$ cat config.mk
export PLATFORM = sky130hd
export DESIGN_NAME = mem_stage
export DESIGN_NICKNAME = d
export VERILOG_FILES = /design/src/rtl/mem_stage_pkg.sv /design/src/rtl/mem_stage_bus_fsm.sv /design/src/rtl/mem_stage.sv
export SDC_FILE = /design/constraint.sdc
export NUM_CORES = 1
export LEC_CHECK = 0
export ABC_CLOCK_PERIOD_IN_PS = 3600
export CAP_MARGIN = 20
export CORE_MARGIN = 5
export CORE_UTILIZATION = 39
export CTS_BUF_LIST = sky130_fd_sc_hd__clkbuf_8
export DETAILED_ROUTE_END_ITERATION = 12
export GPL_TIMING_DRIVEN = 0
export PLACE_DENSITY = 0.82
export SLEW_MARGIN = 10
export SYNTH_ARGS = -nofsm -noshare
export SYNTH_HDL_FRONTEND = slang
export SYNTH_HIERARCHICAL = 1
export SYNTH_SLANG_ARGS = --single-unit
$ cat constraint.sdc
create_clock -name clk -period 3.6 [get_ports clk]
set_clock_uncertainty 0.1 [all_clocks]
set_input_delay 0.54 -clock clk [delete_from_list [all_inputs] [get_ports clk]]
set_output_delay 0.54 -clock clk [all_outputs]
set_load 0.005 [all_outputs]
$ cat src/rtl/mem_stage_pkg.sv
// rtl/mem_stage_pkg.sv - shared record types, stat/opcode codes and memory-stage state enum
package mem_stage_pkg;

    localparam logic [2:0] STAT_OK  = 3'd0;
    localparam logic [2:0] STAT_HLT = 3'd1;
    localparam logic [2:0] STAT_INS = 3'd2;
    localparam logic [2:0] STAT_ADR = 3'd3;

    localparam logic [5:0] OP_RTYPE   = 6'h00;
    localparam logic [5:0] OP_ADDIU   = 6'h09;
    localparam logic [5:0] OP_LW      = 6'h23;
    localparam logic [5:0] OP_SW      = 6'h2B;
    localparam logic [5:0] FUNCT_ADDU = 6'h21;

    typedef struct packed {
        logic [4:0]  dstE;
        logic [4:0]  dstM;
        logic [31:0] valA;
        logic [31:0] valE;
        logic [2:0]  stat;
        logic [5:0]  opcode;
        logic [5:0]  funct;
        logic [31:0] pc;
    } plr_m;

    typedef struct packed {
        logic [4:0]  dstE;
        logic [4:0]  dstM;
        logic [31:0] valE;
        logic [31:0] valM;
        logic [2:0]  stat;
        logic [5:0]  opcode;
        logic [31:0] pc;
    } plr_w;

    typedef enum logic [1:0] {
        ST_EMPTY = 2'd0,
        ST_REQ   = 2'd1,
        ST_WAIT  = 2'd2,
        ST_FULL  = 2'd3
    } mem_state_t;

    function automatic logic is_mem_op(input logic [5:0] op);
        return (op == OP_LW) || (op == OP_SW);
    endfunction

endpackage

$ cat src/rtl/mem_stage_bus_fsm.sv
// rtl/mem_stage_bus_fsm.sv - stage occupancy FSM and registered request/response handshake with the data bus
module mem_bus_fsm
    import mem_stage_pkg::*;
(
    input  logic        clk,
    input  logic        reset,
    input  logic        i_load,
    input  logic        i_mem,
    input  logic        i_store,
    input  logic [31:0] i_addr,
    input  logic [31:0] i_data,
    input  logic        i_out_ready,
    input  logic        i_addr_ok,
    input  logic        i_data_ok,
    output mem_state_t  o_state,
    output logic        o_done,
    output logic        o_dreq_valid,
    output logic [31:0] o_dreq_addr,
    output logic [3:0]  o_dreq_strobe,
    output logic [31:0] o_dreq_data
);

    mem_state_t  r_state;
    mem_state_t  w_state_nxt;
    logic [31:0] r_addr;
    logic [31:0] r_data;
    logic [3:0]  r_strobe;

    // state register; reset abandons any in-flight bus transaction
    always_ff @(posedge clk or posedge reset) begin
        if (reset) r_state <= ST_EMPTY;
        else       r_state <= w_state_nxt;
    end

    // next state: data_ok is only honoured once the address phase has been accepted
    always_comb begin
        w_state_nxt = r_state;
        case (r_state)
            ST_EMPTY: if (i_load) w_state_nxt = i_mem ? ST_REQ : ST_FULL;
            ST_REQ:   if (i_addr_ok) w_state_nxt = i_data_ok ? ST_FULL : ST_WAIT;
            ST_WAIT:  if (i_data_ok) w_state_nxt = ST_FULL;
            ST_FULL: begin
                if (i_out_ready) begin
                    if (i_load) w_state_nxt = i_mem ? ST_REQ : ST_FULL;
                    else        w_state_nxt = ST_EMPTY;
                end
            end
            default:  w_state_nxt = ST_EMPTY;
        endcase
    end

    // request fields are registered at capture so they hold steady until addr_ok
    always_ff @(posedge clk or posedge reset) begin
        if (reset) begin
            r_addr   <= '0;
            r_data   <= '0;
            r_strobe <= '0;
        end else if (i_load && i_mem) begin
            r_addr   <= i_addr;
            r_data   <= i_data;
            r_strobe <= i_store ? 4'hF : 4'h0;
        end
    end

    assign o_state       = r_state;
    assign o_done        = ((r_state == ST_REQ) && i_addr_ok && i_data_ok) ||
                           ((r_state == ST_WAIT) && i_data_ok);
    assign o_dreq_valid  = (r_state == ST_REQ);
    assign o_dreq_addr   = r_addr;
    assign o_dreq_strobe = r_strobe;
    assign o_dreq_data   = r_data;

endmodule

$ cat src/rtl/mem_stage.sv
// rtl/mem_stage.sv - pipeline memory stage: captures execute record, performs LW/SW bus access, presents write-back record
module mem_stage
    import mem_stage_pkg::*;
#(
    parameter int ADDR_ALIGN_CHECK = 1
) (
    input  logic        clk,
    input  logic        reset,
    input  logic        in_valid,
    output logic        in_ready,
    input  plr_m        in_m,
    output logic        out_valid,
    input  logic        out_ready,
    output plr_w        out_w,
    output logic        dreq_valid,
    output logic [31:0] dreq_addr,
    output logic [3:0]  dreq_strobe,
    output logic [31:0] dreq_data,
    input  logic        dresp_addr_ok,
    input  logic        dresp_data_ok,
    input  logic [31:0] dresp_data
);

    mem_state_t w_state;
    logic       w_done;
    logic       w_is_mem;
    logic       w_misalign;
    logic       w_go_bus;
    logic       w_capture;
    logic       w_unused_funct;
    plr_w       r_rec;

    // faulted records (stat != OK) bypass the bus like any non-memory op
    assign w_is_mem   = (in_m.stat == STAT_OK) && is_mem_op(in_m.opcode);
    assign w_misalign = (ADDR_ALIGN_CHECK != 0) && (in_m.valE[1:0] != 2'b00);
    assign w_go_bus   = w_is_mem && !w_misalign;
    assign in_ready   = (w_state == ST_EMPTY) || ((w_state == ST_FULL) && out_ready);
    assign w_capture  = in_valid && in_ready;

    assign w_unused_funct = ^in_m.funct;

    mem_bus_fsm u_bus (
        .clk           (clk),
        .reset         (reset),
        .i_load        (w_capture),
        .i_mem         (w_go_bus),
        .i_store       (in_m.opcode == OP_SW),
        .i_addr        (in_m.valE),
        .i_data        (in_m.valA),
        .i_out_ready   (out_ready),
        .i_addr_ok     (dresp_addr_ok),
        .i_data_ok     (dresp_data_ok),
        .o_state       (w_state),
        .o_done        (w_done),
        .o_dreq_valid  (dreq_valid),
        .o_dreq_addr   (dreq_addr),
        .o_dreq_strobe (dreq_strobe),
        .o_dreq_data   (dreq_data)
    );

    // record capture; valM is filled in only when a load completes on the bus
    always_ff @(posedge clk or posedge reset) begin
        if (reset) begin
            r_rec <= '0;
        end else if (w_capture) begin
            r_rec.dstE   <= in_m.dstE;
            r_rec.dstM   <= in_m.dstM;
            r_rec.valE   <= in_m.valE;
            r_rec.valM   <= '0;
            r_rec.stat   <= (w_is_mem && w_misalign) ? STAT_ADR : in_m.stat;
            r_rec.opcode <= in_m.opcode;
            r_rec.pc     <= in_m.pc;
        end else if (w_done && (r_rec.opcode == OP_LW)) begin
            r_rec.valM <= dresp_data;
        end
    end

    assign out_valid = (w_state == ST_FULL);
    assign out_w     = r_rec;

endmodule

==> impl_metrics.tcl, run 1 <==
set metrics [dict create \
    outcome "finished clean" \
    detail_route.vias_per_cell 4.76 \
    grt_setup_unrepaired "no" \
    totalNegativeSetupSlack_ps 0 \
    finalPower_w 0.00729 \
    max_clock_freq_mhz 384 \
    setup_viol 0 \
    maxSlewHeadroom 0.717 \
    grt-ovfl-total 0 \
    synth_area_um2 7760 \
    route.detailed.drc 0 \
    floorplan.initialDensity 0.397 \
    post_route_cells_drive_above_1_share 0.243 \
    cts_hold_repair.buffers 0 \
    synthToLayoutAreaGrowth_pct 54.2 \
    cp-start-kind "primary input" \
    clock_pin_transition_on_the_worst_setup_and_hold_timing_paths_ps 100 \
    finalCritPeriodShare 0.724 \
    synth.mux.area_fraction 0.271 \
    grt_pass1_vias 5878 \
    timing_max_transition_violations_final 0 \
    cts-buffers-inserted 17 \
    portBuffers 338 \
    initial_drt_markers 223 \
    hpwl_um 17400 \
    synth.lib_cells_used.distinct 32 \
    cts.sink_count 182 \
    postRouteWirelength_um 22100 \
    syn-instance-count 497 \
    grt_start_max_net_pins 61 \
    largest_family_of_logic_cells_by_synthesized_area "multiplexers" \
    crit_required_ps 3830 \
    grt_antenna_before_repair 0 \
    hold_viol_final 0 \
    layout.cell_area.non_filler_um2 12000 \
    layoutNonFillerInstCount 1135 \
    power_density_nw_per_um2 610 \
    mappedNetlistNets 656 \
    most_frequent_standard_cell_in_the_layout_excluding_fill_and_tap_cells "sky130_fd_sc_hd__clkdlybuf4s50_1" \
    xor_xnor_share_of_the_synthesized_area 0 \
    syn-mean-instance-area_um2 15.6 \
    worstSkewPairLatency_ps 450 \
    synth_compound_area_frac 0.0508 \
    antenna-diode-count 0 \
    peakVddDrop_mv 0.258 \
    clockPowerShare 0.192 \
    internal-power_w 0.00517 \
    crit_path_end_kind "flip-flop" \
    most_frequent_cells_in_the_layout "338 x sky130_fd_sc_hd__clkdlybuf4s50_1, 182 x sky130_fd_sc_hd__dfrtp_1, 122 x sky130_fd_sc_hd__mux2_4" \
    std_cell_rows 51 \
    combPwrFrac 0.410 \
    timing.critical_path.arrival_ps 2840 \
    r2r.worst_path.cells 9 \
    cts_max_level 4 \
    synth_simple_gate_area_frac 0.0450 \
    seq_cells_post_synth 182 \
    die_h_um 151 \
    dr_total_vias 5405 \
    grt_first_pass_wirelength_um 33500 \
    pin_count 345 \
    core_region_area_um2 19500 \
    power.sequential.fraction 0.398 \
    tritoncts "yes" \
    gr-usage-all-layers 0.191 \
    critPathKind "in2reg" \
    critical_path_peak_fanout 13 \
    clock_tree.buffer_depth 2 \
    routed_wire_length_per_instance_um 19.4 \
    finalWeightedCongestion 0.785 \
    p_leak_nw 5.36 \
    post_cts.repair.setup_buffers 0 \
    placed_cells 1104 \
    root_buffer "sky130_fd_sc_hd__clkbuf_8" \
    yosysWarnings 6 \
    min-delay-path-class "in2async" \
    firstDrtPassIters 4 \
    drv.max_cap_violation_count 0 \
    slew_at_the_pin_closest_to_its_max_slew_limit_ps 424 \
    antenna_violating_nets_post_route 0 \
    sw_frac_of_total 0.291 \
    layout_min_cycle_time_ps 2610 \
    detailed_place.area_um2 11600 \
    synth_seq_area_share 0.587 \
    yosys.area_share.adder 0 \
    switching_power_w 0.00212 \
    finalNetCount 1017 \
    cts-resized-gates 0 \
    die_area_um2 22800 \
    die_x_um 151 \
]
==> power by group through the flow <==
stage | Combinational (W) | Clock [W] | Sequential, W
6_report | 0.00299 | 0.00140 | 0.00290
5_1_grt | 0.00317 | 0.00155 | 0.00298
4_1_cts | 0.00304 | 0.00143 | 0.00291
3_5_place_dp | 0.00303 | 0 | 0.00294
3_3_place_gp | 0.00297 | 0 | 0.00291
2_1_floorplan | 0.00141 | 0 | 0.00294
==> through the flow <==
stage / setup slack, ps / hold slack (ps) / util
after floorplan: 1280 / 395 / -
after global placement: -146 / 385 / 0.588
after detailed placement: 476 / 386 / 0.592
after CTS: 976 / 270 / 0.612
after global routing: 867 / 265 / 0.612
final: 993 / 302 / 0.612
==> flip-flops by register name, summed over array words and instances (netlist names) <==
register and count:
out_w 115, u_bus/o_dreq_addr 32, u_bus/o_dreq_data 32, u_bus/o_state 2
u_bus/o_dreq_strobe 1
==> worst paths after layout <==
kind                                               from                           endpoint  slack (ps)
max                                           out_ready  u_bus/o_dreq_addr[18]$_DFFE_PP0P_         990
min                                               reset  u_bus/o_dreq_addr[26]$_DFFE_PP0P_         300
max reg2reg                u_bus/o_state[0]$_DFFE_PP0P_  u_bus/o_dreq_addr[18]$_DFFE_PP0P_        1050
min reg2reg                       out_w[38]$_DFFE_PP0P_              out_w[38]$_DFFE_PP0P_         410
max in group asynchronous                         reset              out_w[69]$_DFFE_PP0P_        2190
min in group clk                  out_w[38]$_DFFE_PP0P_              out_w[38]$_DFFE_PP0P_         410
==> layout make-up <==
| cell class | instances | area, µm² |
|---|---|---|
| fillers | 1491 | 7570 |
| flip-flops and latches | 182 | 4550 |
| repair buffers | 342 | 3470 |
| multi-input cells | 276 | 2850 |
| plain buffers | 35 | 337 |
| well taps | 265 | 332 |
| clock buffers | 17 | 234 |
| clock inverters | 14 | 159 |
| inverters | 4 | 26.3 |
==> kinds of logic after synthesis <==
kind of cell	count (synthesis)
buffers and inverters	39
AND/OR/NAND/NOR	58
AO/OA/AOI/OAI	72
flip-flops	182
multiplexers	146
==> cell usage after synthesis <==
cell type	n	share of area
sky130_fd_sc_hd__buf_12	7	0.018
sky130_fd_sc_hd__nand4bb_1	1	0.0015
sky130_fd_sc_hd__a21boi_0	2	0.0019
sky130_fd_sc_hd__nand2_1	1	0.00048
sky130_fd_sc_hd__clkbuf_1	11	0.0053
sky130_fd_sc_hd__o31a_1	1	0.0011
sky130_fd_sc_hd__buf_2	4	0.0026
sky130_fd_sc_hd__and3b_1	4	0.0045
sky130_fd_sc_hd__dfrtp_1	182	0.59
sky130_fd_sc_hd__buf_6	10	0.015
sky130_fd_sc_hd__inv_1	3	0.0015
sky130_fd_sc_hd__buf_4	3	0.0029
sky130_fd_sc_hd__nand3_1	32	0.021
sky130_fd_sc_hd__nor4b_1	1	0.0011
sky130_fd_sc_hd__nand2b_1	3	0.0024
sky130_fd_sc_hd__a21oi_1	32	0.021
sky130_fd_sc_hd__o21ai_1	5	0.0032
sky130_fd_sc_hd__o21ai_0	28	0.018
sky130_fd_sc_hd__nor4bb_1	3	0.0039
sky130_fd_sc_hd__o21ai_4	1	0.0021
sky130_fd_sc_hd__nor2_1	4	0.0019
sky130_fd_sc_hd__mux2_2	24	0.035
sky130_fd_sc_hd__nor2b_1	2	0.0016
sky130_fd_sc_hd__inv_6	1	0.0011
sky130_fd_sc_hd__o32ai_1	1	0.0011
sky130_fd_sc_hd__o32a_1	2	0.0026
sky130_fd_sc_hd__or3b_2	1	0.0011
sky130_fd_sc_hd__mux2_4	122	0.24
sky130_fd_sc_hd__and2_1	1	0.00081
sky130_fd_sc_hd__and3_1	2	0.0016
sky130_fd_sc_hd__nand3b_1	2	0.0019
sky130_fd_sc_hd__and3_4	1	0.0015
==> metal layers <==
layer	vias up	GRT usage	wire, µm	share of wire
met4	0	0.0481	340	0.015
met5	-	0	0	0
li1	2494	-	-	-
met2	210	0.337	11400	0.52
met1	2680	0.216	8230	0.37
met3	21	0.0775	2130	0.097
==> critical path, cell delays in order <==
cell	delay [ps]
sky130_fd_sc_hd__clkdlybuf4s50_1	450
sky130_fd_sc_hd__and3_4	210
sky130_fd_sc_hd__o21ai_4	320
sky130_fd_sc_hd__inv_6	170
sky130_fd_sc_hd__buf_6	190
sky130_fd_sc_hd__buf_6	150
sky130_fd_sc_hd__nand2_1	100
sky130_fd_sc_hd__buf_6	170
sky130_fd_sc_hd__buf_6	210
sky130_fd_sc_hd__mux2_4	310
Note: power is estimated with default switching activity, not from simulation.
==> inputs of run 2 (changes only) <==
- ABC_CLOCK_PERIOD_IN_PS: 3600 -> 2600
- CORE_UTILIZATION: 39 -> 43
- PLACE_DENSITY: 0.82 -> 0.86
- clock period: 3.6 -> 2.6 ns (I/O delays scaled with it)
==> run 2 against run 1 <==
  * Count of clock-buffer cells in the layout rose by 2
  * Wire length about the same
  * Via count increased by 0.52%
  * Non-clock buffer count up 1
  * Clock power is 32% higher
  * Worst setup slack worse by 830 ps
  * Cell area shrank 0.43%
  * Critical path type is now reg2reg
  * Largest cell class unchanged
==> impl_metrics.tcl, run 2 (synthesized netlist as in run 1, its figures left out) <==
set metrics [dict create \
    min-delay-path-class "in2async" \
    gr-usage-all-layers 0.206 \
    finalNetCount 1018 \
    critical-path-max-stage-delay_ps 490 \
    core_region_area_um2 17800 \
    hpwl_um 17100 \
    grt-ovfl-total 0 \
    routed_wire_length_per_instance_um 20.0 \
    postRouteWirelength_um 22100 \
    finalCritPeriodShare 0.938 \
    worstSkewPairLatency_ps 450 \
    clock_pin_transition_on_the_worst_setup_and_hold_timing_paths_ps 110 \
    timing_max_transition_violations_final 0 \
    r2r.worst_path.cells 9 \
    largest_register_ffs 115 \
    fin_hold_ws_ps 194 \
    synthToLayoutAreaGrowth_pct 53.5 \
    setup_viol 0 \
    multi_input_comb_area_um2 2850 \
    timing.critical_path.cells "and3_4 -> o21ai_4 -> inv_6 -> buf_6 -> buf_6 -> nand2_1 -> buf_6 -> buf_6 -> mux2_4" \
    post-route-util 0.667 \
    most_frequent_cells_in_the_layout "338 x sky130_fd_sc_hd__clkdlybuf4s50_1, 182 x sky130_fd_sc_hd__dfrtp_1, 122 x sky130_fd_sc_hd__mux2_4" \
    finalWeightedCongestion 0.778 \
    hold_viol_final 0 \
    route.detailed.drc 0 \
    cp-start-kind "flip-flop" \
    max_clock_freq_mhz 410 \
    grt_first_pass_wirelength_um 33000 \
    crit_path_most_repeated_cell "sky130_fd_sc_hd__buf_6" \
    floorplan.initialDensity 0.435 \
    p_leak_nw 5.36 \
    die_area_um2 20800 \
    crit_path_end_kind "flip-flop" \
    antenna_violating_nets_post_route 0 \
    critical_path_peak_fanout 13 \
    die_x_um 144 \
    cts_max_level 4 \
    drv.max_cap_violation_count 0 \
    detail_route.vias_per_cell 4.93 \
    root_buffer "sky130_fd_sc_hd__clkbuf_8" \
    pin_count 345 \
    fillers 1338 \
    maxSlewHeadroom 0.691 \
    slew_at_the_pin_closest_to_its_max_slew_limit_ps 463 \
    peakVddDrop_mv 0.625 \
    initial_drt_markers 147 \
    dr_total_vias 5433 \
    slowest_stage "sky130_fd_sc_hd__dfrtp_1" \
    timing.critical_path.arrival_ps 2680 \
    most_frequent_standard_cell_in_the_layout_excluding_fill_and_tap_cells "sky130_fd_sc_hd__clkdlybuf4s50_1" \
    grt_antenna_before_repair 0 \
    finalPower_w 0.0100 \
    totalNegativeSetupSlack_ps 0 \
    crit_required_ps 2840 \
    post-place-ws_ps -408 \
    firstDrtPassIters 6 \
    cts.sink_count 182 \
    outcome "finished clean" \
    grt_pass1_vias 5895 \
    post_route_cells_drive_above_1_share 0.243 \
    die_h_um 144 \
    power_density_nw_per_um2 843 \
    clock_tree.buffer_depth 2 \
    tritoncts "yes" \
    critPathKind "reg2reg" \
    final_critical_path_setup_slack_ps 160 \
    antenna-diode-count 0 \
    ff_latch_area_um2 4550 \
    portBuffers 338 \
    cts-buffers-inserted 17 \
    cts_hold_repair.buffers 0 \
    grt_setup_unrepaired "no" \
    grt_start_max_net_pins 55 \
    layout_min_cycle_time_ps 2440 \
    std_cell_rows 49 \
]
## run 2: worst paths after layout
kind,from,end,slack [ps]
worst max-delay path,u_bus/o_state[0]$_DFFE_PP0P_,u_bus/o_dreq_addr[21]$_DFFE_PP0P_,160
worst min-delay path,reset,u_bus/o_dreq_addr[23]$_DFFE_PP0P_,190
worst max register to register,u_bus/o_state[0]$_DFFE_PP0P_,u_bus/o_dreq_addr[21]$_DFFE_PP0P_,160
worst min register to register,out_w[38]$_DFFE_PP0P_,out_w[38]$_DFFE_PP0P_,400
max in group asynchronous,reset,out_w[56]$_DFFE_PP0P_,1390
min in group clk,dresp_data[5],out_w[46]$_DFFE_PP0P_,380
## run 2: through the flow
stage | cell area [µm²] | cells
after floorplan | 7760 | 497
after global placement | 11400 | 1064
after detailed placement | 11500 | 1068
after CTS | 11900 | 1101
after global routing | 11900 | 1101
final | 11900 | 1101
## run 2: layout make-up
class | count | share of cell area
clock inverters | 13 | 0.00967
inverters | 4 | 0.00221
well taps | 229 | 0.0241
clock buffers | 19 | 0.0220
multi-input cells | 276 | 0.239
plain buffers | 35 | 0.0285
flip-flops and latches | 182 | 0.383
repair buffers | 343 | 0.292
## run 2: report_power, final
group	total, W	switching, W	internal (W)
Sequential	0.00403	0.000469	0.00356
Combinational	0.00416	0.00137	0.00280
Clock	0.00185	0.00111	0.000744
Total	0.0100	0.00294	0.00710
## run 2: critical path, delay by kind of cell (launching register included)
family	cells	cell delay, ps
buffers and inverters	5	850
and+or+nand+nor	2	360
muxes	1	320
AOI/OAI and AO/OA	1	200
DFF	1	490
## run 2: per-layer routing
| layer | track usage | share of wire | vias up |
|---|---|---|---|
| met1 | 0.231 | 0.37 | 2693 |
| met2 | 0.374 | 0.52 | 218 |
| met3 | 0.0645 | 0.082 | 33 |
| met4 | 0.0673 | 0.022 | 0 |
| met5 | 0 | 0 | - |
| li1 | - | - | 2489 |
## run 2: repair_timing
item,in CTS,in global routing
gates resized for setup,1,0
endpoints found under the setup margin,60,0
endpoints found under the hold margin,0,0
setup buffers,1,0
